File: src/rtl/scr1_tcm_ctrl_pkg.sv
`default_nettype none
// ============================================================================
// Module   : scr1_tcm_ctrl_pkg
// Desc     : Shared types and byte-merge helper for the TCM port B controller.
// Revision : 1.0
// ============================================================================
package scr1_tcm_ctrl_pkg;

    typedef enum logic [1:0] {
        SCR1_TCM_FSM_IDLE  = 2'd0,
        SCR1_TCM_FSM_MERGE = 2'd1,
        SCR1_TCM_FSM_RESP  = 2'd2
    } type_scr1_tcm_ctrl_fsm_e;

    typedef enum logic [0:0] {
        SCR1_TCM_REQ_CORE = 1'b0,
        SCR1_TCM_REQ_LDR  = 1'b1
    } type_scr1_tcm_req_e;

    localparam int unsigned C_BYTE_W = 8;

    function automatic logic [C_BYTE_W-1:0] scr1_tcm_be_merge(
        input logic [C_BYTE_W-1:0] old_byte,
        input logic [C_BYTE_W-1:0] new_byte,
        input logic                be
    );
        return be ? new_byte : old_byte;
    endfunction

endpackage : scr1_tcm_ctrl_pkg
`default_nettype wire

File: src/rtl/scr1_tcm_rr_arb2.sv
`default_nettype none
// ============================================================================
// Module   : scr1_tcm_rr_arb2
// Desc     : Two-input round-robin arbiter; bit 0 = CORE, bit 1 = LDR.
// Revision : 1.0
// ============================================================================
module scr1_tcm_rr_arb2
    import scr1_tcm_ctrl_pkg::*;
(
    input  logic       clk,
    input  logic       rst_n,
    input  logic [1:0] i_req,
    input  logic       i_advance,
    output logic [1:0] o_gnt
);

    type_scr1_tcm_req_e last_grant_q;
    type_scr1_tcm_req_e last_grant_d;

    // On a tie the requester that was not served last wins.
    always_comb begin
        o_gnt = i_req;
        if (i_req == 2'b11) begin
            o_gnt = (last_grant_q == SCR1_TCM_REQ_LDR) ? 2'b01 : 2'b10;
        end
    end

    always_comb begin
        last_grant_d = last_grant_q;
        if (i_advance && o_gnt[1]) begin
            last_grant_d = SCR1_TCM_REQ_LDR;
        end else if (i_advance && o_gnt[0]) begin
            last_grant_d = SCR1_TCM_REQ_CORE;
        end
    end

    always_ff @(posedge clk) begin
        if (!rst_n) begin
            last_grant_q <= SCR1_TCM_REQ_LDR;
        end else begin
            last_grant_q <= last_grant_d;
        end
    end

endmodule : scr1_tcm_rr_arb2
`default_nettype wire

File: src/rtl/scr1_tcm_portb_ctrl.sv
`default_nettype none
// ============================================================================
// Module   : scr1_tcm_portb_ctrl
// Desc     : TCM port B sequencer: CORE/LDR round-robin sharing, optional RMW.
// Revision : 1.0
// ============================================================================
module scr1_tcm_portb_ctrl
    import scr1_tcm_ctrl_pkg::*;
#(
    parameter int unsigned SCR1_WIDTH  = 32,
    parameter int unsigned SCR1_SIZE   = 32'h00010000,
    parameter int unsigned SCR1_NBYTES = SCR1_WIDTH / 8,
    parameter bit          RMW_EN      = 1'b1
) (
    input  logic                         clk,
    input  logic                         rst_n,
    input  logic                         core_req,
    input  logic                         core_we,
    input  logic [SCR1_NBYTES-1:0]       core_be,
    input  logic [$clog2(SCR1_SIZE)-1:2] core_addr,
    input  logic [SCR1_WIDTH-1:0]        core_wdata,
    output logic                         core_ack,
    output logic [SCR1_WIDTH-1:0]        core_rdata,
    input  logic                         ldr_req,
    input  logic                         ldr_we,
    input  logic [SCR1_NBYTES-1:0]       ldr_be,
    input  logic [$clog2(SCR1_SIZE)-1:2] ldr_addr,
    input  logic [SCR1_WIDTH-1:0]        ldr_wdata,
    output logic                         ldr_ack,
    output logic [SCR1_WIDTH-1:0]        ldr_rdata,
    output logic                         renb,
    output logic                         wenb,
    output logic [SCR1_NBYTES-1:0]       webb,
    output logic [$clog2(SCR1_SIZE)-1:2] addrb,
    output logic [SCR1_WIDTH-1:0]        datab,
    input  logic [SCR1_WIDTH-1:0]        qb
);

    localparam int unsigned C_AW = $clog2(SCR1_SIZE);

    type_scr1_tcm_ctrl_fsm_e state_q,   state_d;
    type_scr1_tcm_req_e      owner_q,   owner_d;
    logic                    we_q,      we_d;
    logic [SCR1_NBYTES-1:0]  be_q,      be_d;
    logic [C_AW-1:2]         addr_q,    addr_d;
    logic [SCR1_WIDTH-1:0]   wdata_q,   wdata_d;
    logic [SCR1_WIDTH-1:0]   core_rdata_q, core_rdata_d;
    logic [SCR1_WIDTH-1:0]   ldr_rdata_q,  ldr_rdata_d;

    logic [1:0]              w_gnt;
    logic                    w_advance;
    logic                    w_sel_we;
    logic [SCR1_NBYTES-1:0]  w_sel_be;
    logic [C_AW-1:2]         w_sel_addr;
    logic [SCR1_WIDTH-1:0]   w_sel_wdata;
    logic                    w_sel_rmw;
    logic [SCR1_WIDTH-1:0]   w_merged;

    assign w_advance = rst_n && (state_q == SCR1_TCM_FSM_IDLE);

    scr1_tcm_rr_arb2 u_arb (
        .clk       (clk),
        .rst_n     (rst_n),
        .i_req     ({ldr_req, core_req}),
        .i_advance (w_advance),
        .o_gnt     (w_gnt)
    );

    assign w_sel_we    = w_gnt[1] ? ldr_we    : core_we;
    assign w_sel_be    = w_gnt[1] ? ldr_be    : core_be;
    assign w_sel_addr  = w_gnt[1] ? ldr_addr  : core_addr;
    assign w_sel_wdata = w_gnt[1] ? ldr_wdata : core_wdata;
    assign w_sel_rmw   = RMW_EN && (|w_sel_be) && !(&w_sel_be);

    for (genvar i = 0; i < SCR1_NBYTES; i++) begin : g_lane
        assign w_merged[i*8 +: 8] = scr1_tcm_be_merge(qb[i*8 +: 8], wdata_q[i*8 +: 8], be_q[i]);
    end

    always_comb begin
        state_d      = state_q;
        owner_d      = owner_q;
        we_d         = we_q;
        be_d         = be_q;
        addr_d       = addr_q;
        wdata_d      = wdata_q;
        core_rdata_d = core_rdata_q;
        ldr_rdata_d  = ldr_rdata_q;
        renb         = 1'b0;
        wenb         = 1'b0;
        webb         = '0;
        addrb        = '0;
        datab        = '0;
        core_ack     = 1'b0;
        ldr_ack      = 1'b0;
        core_rdata   = core_rdata_q;
        ldr_rdata    = ldr_rdata_q;
        case (state_q)
            SCR1_TCM_FSM_IDLE: begin
                if (|w_gnt) begin
                    owner_d = w_gnt[1] ? SCR1_TCM_REQ_LDR : SCR1_TCM_REQ_CORE;
                    we_d    = w_sel_we;
                    be_d    = w_sel_be;
                    addr_d  = w_sel_addr;
                    wdata_d = w_sel_wdata;
                    state_d = SCR1_TCM_FSM_RESP;
                    if (!w_sel_we) begin
                        renb  = 1'b1;
                        addrb = w_sel_addr;
                    end else if (w_sel_be == '0) begin
                        state_d = SCR1_TCM_FSM_RESP;
                    end else if (w_sel_rmw) begin
                        renb    = 1'b1;
                        addrb   = w_sel_addr;
                        state_d = SCR1_TCM_FSM_MERGE;
                    end else begin
                        wenb  = 1'b1;
                        webb  = w_sel_be;
                        addrb = w_sel_addr;
                        datab = w_sel_wdata;
                    end
                end
            end
            SCR1_TCM_FSM_MERGE: begin
                wenb    = 1'b1;
                webb    = {SCR1_NBYTES{1'b1}};
                addrb   = addr_q;
                datab   = w_merged;
                state_d = SCR1_TCM_FSM_RESP;
            end
            SCR1_TCM_FSM_RESP: begin
                state_d = SCR1_TCM_FSM_IDLE;
                if (owner_q == SCR1_TCM_REQ_LDR) begin
                    ldr_ack = 1'b1;
                    if (!we_q) begin
                        ldr_rdata_d = qb;
                        ldr_rdata   = qb;
                    end
                end else begin
                    core_ack = 1'b1;
                    if (!we_q) begin
                        core_rdata_d = qb;
                        core_rdata   = qb;
                    end
                end
            end
            default: state_d = SCR1_TCM_FSM_IDLE;
        endcase
        // While reset is held nothing reaches the memory or the requesters;
        // this is also what drops an in-flight MERGE write.
        if (!rst_n) begin
            renb       = 1'b0;
            wenb       = 1'b0;
            webb       = '0;
            addrb      = '0;
            datab      = '0;
            core_ack   = 1'b0;
            ldr_ack    = 1'b0;
            core_rdata = '0;
            ldr_rdata  = '0;
        end
    end

    always_ff @(posedge clk) begin
        if (!rst_n) begin
            state_q      <= SCR1_TCM_FSM_IDLE;
            owner_q      <= SCR1_TCM_REQ_CORE;
            we_q         <= 1'b0;
            be_q         <= '0;
            addr_q       <= '0;
            wdata_q      <= '0;
            core_rdata_q <= '0;
            ldr_rdata_q  <= '0;
        end else begin
            state_q      <= state_d;
            owner_q      <= owner_d;
            we_q         <= we_d;
            be_q         <= be_d;
            addr_q       <= addr_d;
            wdata_q      <= wdata_d;
            core_rdata_q <= core_rdata_d;
            ldr_rdata_q  <= ldr_rdata_d;
        end
    end

`ifndef SYNTHESIS
    // A pending requester must hold req and all fields until its ack.
    a_core_hold: assert property (@(posedge clk)
        (rst_n && core_req && !core_ack) |=>
        (!rst_n || (core_req && $stable({core_we, core_be, core_addr, core_wdata}))));
    a_ldr_hold: assert property (@(posedge clk)
        (rst_n && ldr_req && !ldr_ack) |=>
        (!rst_n || (ldr_req && $stable({ldr_we, ldr_be, ldr_addr, ldr_wdata}))));
`endif

endmodule : scr1_tcm_portb_ctrl
`default_nettype wire

File: config.mk
export PLATFORM = sky130hd
export DESIGN_NAME = scr1_tcm_portb_ctrl
export DESIGN_NICKNAME = d
export VERILOG_FILES = /design/src/rtl/scr1_tcm_ctrl_pkg.sv /design/src/rtl/scr1_tcm_rr_arb2.sv /design/src/rtl/scr1_tcm_portb_ctrl.sv
export SDC_FILE = /design/constraint.sdc
export NUM_CORES = 1
export LEC_CHECK = 0
export CORE_AREA = 2 2 117 119
export DETAILED_ROUTE_END_ITERATION = 8
export DIE_AREA = 0 0 119 121
export PLACE_DENSITY = 0.85
export SYNTH_ARGS = -nofsm -noshare
export SYNTH_HDL_FRONTEND = slang
export SYNTH_SLANG_ARGS = --single-unit
File: constraint.sdc
create_clock -name clk -period 3.6 [get_ports clk]
set_clock_uncertainty 0.15 [all_clocks]
set_input_delay 0.36 -clock clk [delete_from_list [all_inputs] [get_ports clk]]
set_output_delay 0.36 -clock clk [all_outputs]
set_load 0.02 [all_outputs]
== After elaboration in Yosys (flattened, before gate mapping) ==
Cells that the tools add are included.
Cells by class
  bitwise gates (word level): 1
  muxes and demuxes: 59
  equal/unequal tests: 4
  reduce and logical (&&, ||, !) cells: 12
Operators by type and width (count)
  $mux W32: 14
  $mux W14: 5
  $pmux W32 S2: 1
  $mux W8: 4
  $pmux W14 S2: 1
  $mux W4: 6
  $mux W1: 19
  $mux W2: 6
  $pmux W4 S2: 1
  $eq A2 B2 Y1 const B: 2
  $logic_and A1 B1 Y1: 4
  $logic_not A4 Y1: 1
  $pmux W2 S2: 1
  $reduce_and A4 Y1: 1
  $reduce_or A2 Y1: 2
  $reduce_or A4 Y1: 1
  $eq A2 B1 Y1 const B: 1
  $logic_not A2 Y1: 1
  $ne A2 B1 Y1 const B: 1
  $pmux W1 S2: 1
  $reduce_and A2 Y1: 1
  $logic_not A1 Y1: 1
  $not A1 Y1: 1
Word-level totals
  register bits after elaboration: 119
  input port bits: 138
  output and inout bits: 118
  logic and storage cells: 85

== Logic depth before layout (Yosys ltp) ==
  depth after elaboration: 12
  mapped depth: 6

== Hierarchy ==
Synthesis repeated with hierarchy kept, for this count alone.
Second synthesis, totals
  cell total of the unflattened synthesis: 670
  area, all modules: 5941.9 um^2
Modules (own cells, without submodules)
  scr1_tcm_portb_ctrl: area an instance 5883.1 um^2, cells an instance 663, instances 1, seq. area each 2362.3 um^2
  scr1_tcm_rr_arb2: area an instance 58.8 um^2, cells an instance 7, instances 1, seq. area each 20.0 um^2

== Worst setup path before layout ==
OpenSTA, ideal clock, no wires.
  path type: input-to-output
  start point: in ldr_req
  end point: out webb[0]
  cell stages on the path: 6
  arrival time: 1672 ps
  buffers on the path: 2
  setup slack: 1418 ps
  data required time: 3090 ps
  path through: a21boi_1 > buf_2 > nor3b_2 > o21ai_2 > buf_6 > o21ai_0
Between the ends
  longest elaborated chain between the ends: 12
  elaborated cells on any way between the ends: 16
  classes of those cells: eq/ne (1); mux (9); reduce/logical (6)
RTL lines
  start: declaration: line scr1_tcm_portb_ctrl.sv:24  | input logic ldr_req,
  $eq A2 B2 Y1: line scr1_tcm_rr_arb2.sv:23  | if (i_req == 2'b11) begin
  $mux W2 (*): line scr1_tcm_rr_arb2.sv:23
  $mux W4: line scr1_tcm_portb_ctrl.sv:70  | assign w_sel_be = w_gnt[1] ? ldr_be : core_be;
  $reduce_and A4 Y1: line scr1_tcm_portb_ctrl.sv:73  | assign w_sel_rmw = RMW_EN && (|w_sel_be) && !(&w_sel_be);
  $logic_not A1 Y1: line scr1_tcm_portb_ctrl.sv:73
  $logic_and A1 B1 Y1: line scr1_tcm_portb_ctrl.sv:73
  $mux W4: line scr1_tcm_portb_ctrl.sv:111  | end else if (w_sel_rmw) begin
  $mux W4: line scr1_tcm_portb_ctrl.sv:109  | end else if (w_sel_be == '0) begin
  $mux W4: line scr1_tcm_portb_ctrl.sv:106  | if (!w_sel_we) begin
  $mux W4 (*): line scr1_tcm_portb_ctrl.sv:99  | if (|w_gnt) begin
  $pmux W4 S2 (*): line scr1_tcm_portb_ctrl.sv:97  | case (state_q)
  $mux W4 (*): line scr1_tcm_portb_ctrl.sv:150  | if (!rst_n) begin
  end: declaration: line scr1_tcm_portb_ctrl.sv:33  | output logic [SCR1_NBYTES-1:0] webb,
Every way passes the cells marked *; elsewhere a longest branch is shown, timed or not.

== Worst setup path after layout ==
  start point: reg state_q[0]
  end point: out ldr_rdata[19]
Between the ends
  longest elaborated chain between the ends: 3
RTL lines
  start: declaration: line scr1_tcm_portb_ctrl.sv:41  | type_scr1_tcm_ctrl_fsm_e state_q, state_d;
  start signal: assignment: line scr1_tcm_portb_ctrl.sv:174  | state_q <= state_d;
  $eq A2 B2 Y1: line scr1_tcm_portb_ctrl.sv:97
  $mux W32
  $mux W32: line scr1_tcm_portb_ctrl.sv:150
  end: declaration: line scr1_tcm_portb_ctrl.sv:30  | output logic [SCR1_WIDTH-1:0] ldr_rdata,
Every way passes these cells.

==> impl_metrics.csv <==
group,metric,value,unit
final_layout,stdcell_count,1090,
setup_path,critPathKind,"reg2out",
run_status,status,"finished, final reports clean",
timing,rsz0062_at_grt,"false",
setup_path,cp_slowest_cell,"clkdlybuf4s50_1",
drt,wl_per_cell,17.4,um
timing,hold_ws,0.237,ns
logic_synthesis,synth-main-ff-cell,"dfxtp_1",
placement,dp_cells,1060,
timing,hold_viol_final,0,
global_route,grt-ovfl-total,0,
drt,routed_via_density,5.40,
drt,wl_met2,9.36,mm
min_path,worstHoldStart,"rst_n",
clock_tree,cts_tree,"built",
setup_path,startpoint_type,"register",
global_route,grt_usage,26.4,%
final_layout,drive_gt1_share,7.99,%
logic_synthesis,synth_nets,810,
logic_synthesis,syn_area,5970,sq um
setup_path,path_buf_inv,2,
placement,port_buffers,255,
timing,tightest_slew,0.760,ns
logic_synthesis,synth_cell_types,41,
floorplan,initial_core_util,45.6,%
clock_tree,h-tree-depth,4,
setup_path,worstPathMaxFanout,11,
logic_synthesis,syn_avg_cell_area,8.88,sq um
drt,top_layer,"met4",
placement,dpl_worst_slack,0.218,ns
clock_tree,insertion_delay,0.40,ns
drt,first_iter_violations,455,
setup_path,path_delay_family,"buffers and inverters",
power,leakage,3.64,nW
clock_tree,postCtsHoldBufs,0,
run,cap_violations,0,
setup_path,cp_slowest_stage_delay,0.69,ns
logic_synthesis,ys_ff_latch,119,
floorplan,die_y,121,um
clock_tree,clock-sinks,119,
timing,max_slew_margin,49.2,%
power,vdd_drop_max,244,uV
logic_synthesis,ys_async_sr_fraction,0,%
logic_synthesis,yosys-top-cells-count,"nand2_1, dfxtp_1, mux2i_1",
logic_synthesis,synth_edf_count,0,
setup_path,setup.worst_path.start,"state_q[0]$_SDFFE_PN0P_",
global_route,grt_pass1_vias,5721,
global_route,grt_max_degree,60,
drt,dr_wl_met3,1.15,mm
setup_path,cp.required,3.09,ns
timing,slew_violations,0,
clock_tree,cts_buffers,17,
floorplan,die-area,14400,sq um
clock_tree,clk_pin_slew,0.05,ns
timing,timing.final.crit_share,94.8,%
setup_path,r2r_slack,1.53,ns
drt,drc_errors,0,
setup_path,endpoint_kind,"output port",
clock_tree,cts-root-buf,"clkbuf_16",
setup_path,crit_arrival,2.90,ns
logic_synthesis,synth_top_area_share,39.9,%
placement,routabilityCongestion,0.820,
logic_synthesis,yosys_warnings,0,
final_layout,fin_nets,1041,
timing,layout_min_cycle_time,3.41,ns
min_path,min_path_type,"in2reg",
drt,wirelength,18.9,mm
logic_synthesis,synth_top_area_cell,"dfxtp_1",
drt,vias,5890,
logic_synthesis,synthCells,672,
timing,fin_ws,0.186,ns
final_layout,areaGrowthSynthToFinish,53.4,%
setup_path,reg2reg_from,"state_q[0]$_SDFFE_PN0P_",
logic_synthesis,synth_area_leaders,"dfxtp_1, nand2_1, mux2i_1",
logic_synthesis,synth-seq-area-share,39.9,%
clock_tree,clock_path_buffers,2,
clock_tree,postCtsSetupBuffers,0,
timing,setup_viol,0,
floorplan,num_rows,42,
placement,hpwlAfterDp,13.3,mm
drt,ant_nets,0,
setup_path,worstPathCellList,"and2b_1 > and3b_1 > buf_4 > nand2_1 > a21boi_0 > clkdlybuf4s50_1",
floorplan,ios,256,
floorplan,core-area,13100,sq um
global_route,grt_antenna_before_repair,0,
global_route,grt_first_pass_wirelength,29.8,mm
drt,drt-met1-wl,8.06,mm
logic_synthesis,yosysMostFrequentCell,"nand2_1",
floorplan,chipWidth,119,um
final_layout,num_antenna_cells,0,
timing,setup_tns,0,ns
power,power_density,435,nW/um^2
drt,drt_first_pass_iters,5,
timing,max_freq,293,MHz
clock_tree,cts.repair.resized,0,
registers in the layout (all words and copies together), names as in the netlist, 2 cells and up:
name,cells
be_q,4
core_rdata_q,32
ldr_rdata_q,32
state_q,2
wdata_q,32
addr_q,14
metal layers:
metal	up-vias	global-route usage [%]
li1	2840	-
met1	2817	32.1
met2	209	45.6
met3	24	6.44
met4	0	9.00
met5	-	0
per-stage QoR:
step / instance area (sq um) / utilization, % / power (mW)
final: 9150 / 70.0 / 3.98
after global placement: 8600 / 65.7 / 2.39
after global routing: 9150 / 70.0 / 4.15
after CTS: 9150 / 70.0 / 4.00
after floorplan: 5970 / - / 2.01
after detailed placement: 8600 / 65.7 / 2.41
final timing paths:
path / endpoint / depth (start not counted)
setup / recovery: ldr_rdata[19] / 6
hold reg to reg: ldr_rdata_q[30]$_DFF_P_ / 2
hold / removal: addr_q[7]$_SDFFE_PN0P_ / 2
setup reg to reg: ldr_rdata_q[19]$_DFF_P_ / 5
where the power goes:
group / switching, mW / internal, mW / leakage [nW]
Clock: 0.575 / 1.02 / 0.275
Combinational: 0.440 / 0.437 / 2.39
Sequential: 0.0815 / 1.43 / 0.975
cell usage in the layout (no fill, tap or decap), types with 3 or more instances in the layout:
master | synthesis | final
o22ai_1 | 12 | 12
mux2i_1 | 71 | 71
nand3_1 | 6 | 6
o21ai_1 | 10 | 10
buf_4 | 6 | 13
dfxtp_1 | 119 | 119
clkdlybuf4s50_1 | 0 | 254
a21boi_0 | 58 | 58
clkinv_2 | 0 | 6
nand2_1 | 209 | 208
buf_12 | 0 | 3
clkbuf_16 | 0 | 17
o21ai_0 | 12 | 12
o211a_1 | 44 | 44
a32o_1 | 7 | 7
a21boi_1 | 14 | 13
nor2_1 | 3 | 3
o22ai_2 | 20 | 20
cell families (layout without fill, tap and decap cells):
family	after synthesis	count (layout)	synth area share, %
mux	71	71	11.9
compound gates	184	184	26.1
simple gates	239	239	16.9
flops	119	119	39.9
buf+inv	59	301	5.22
area by class of cell:
cell class,instances,area [sq um]
Clock buffer,20,447
Clock inverter,10,106
Fill cell,1026,3930
Inverter,1,3.75
Multi-Input combinational cell,494,3290
Sequential cell,119,2380
Tap cell,176,220
Timing Repair Buffer,270,2700
Note: power is estimated with default switching activity, not from simulation.
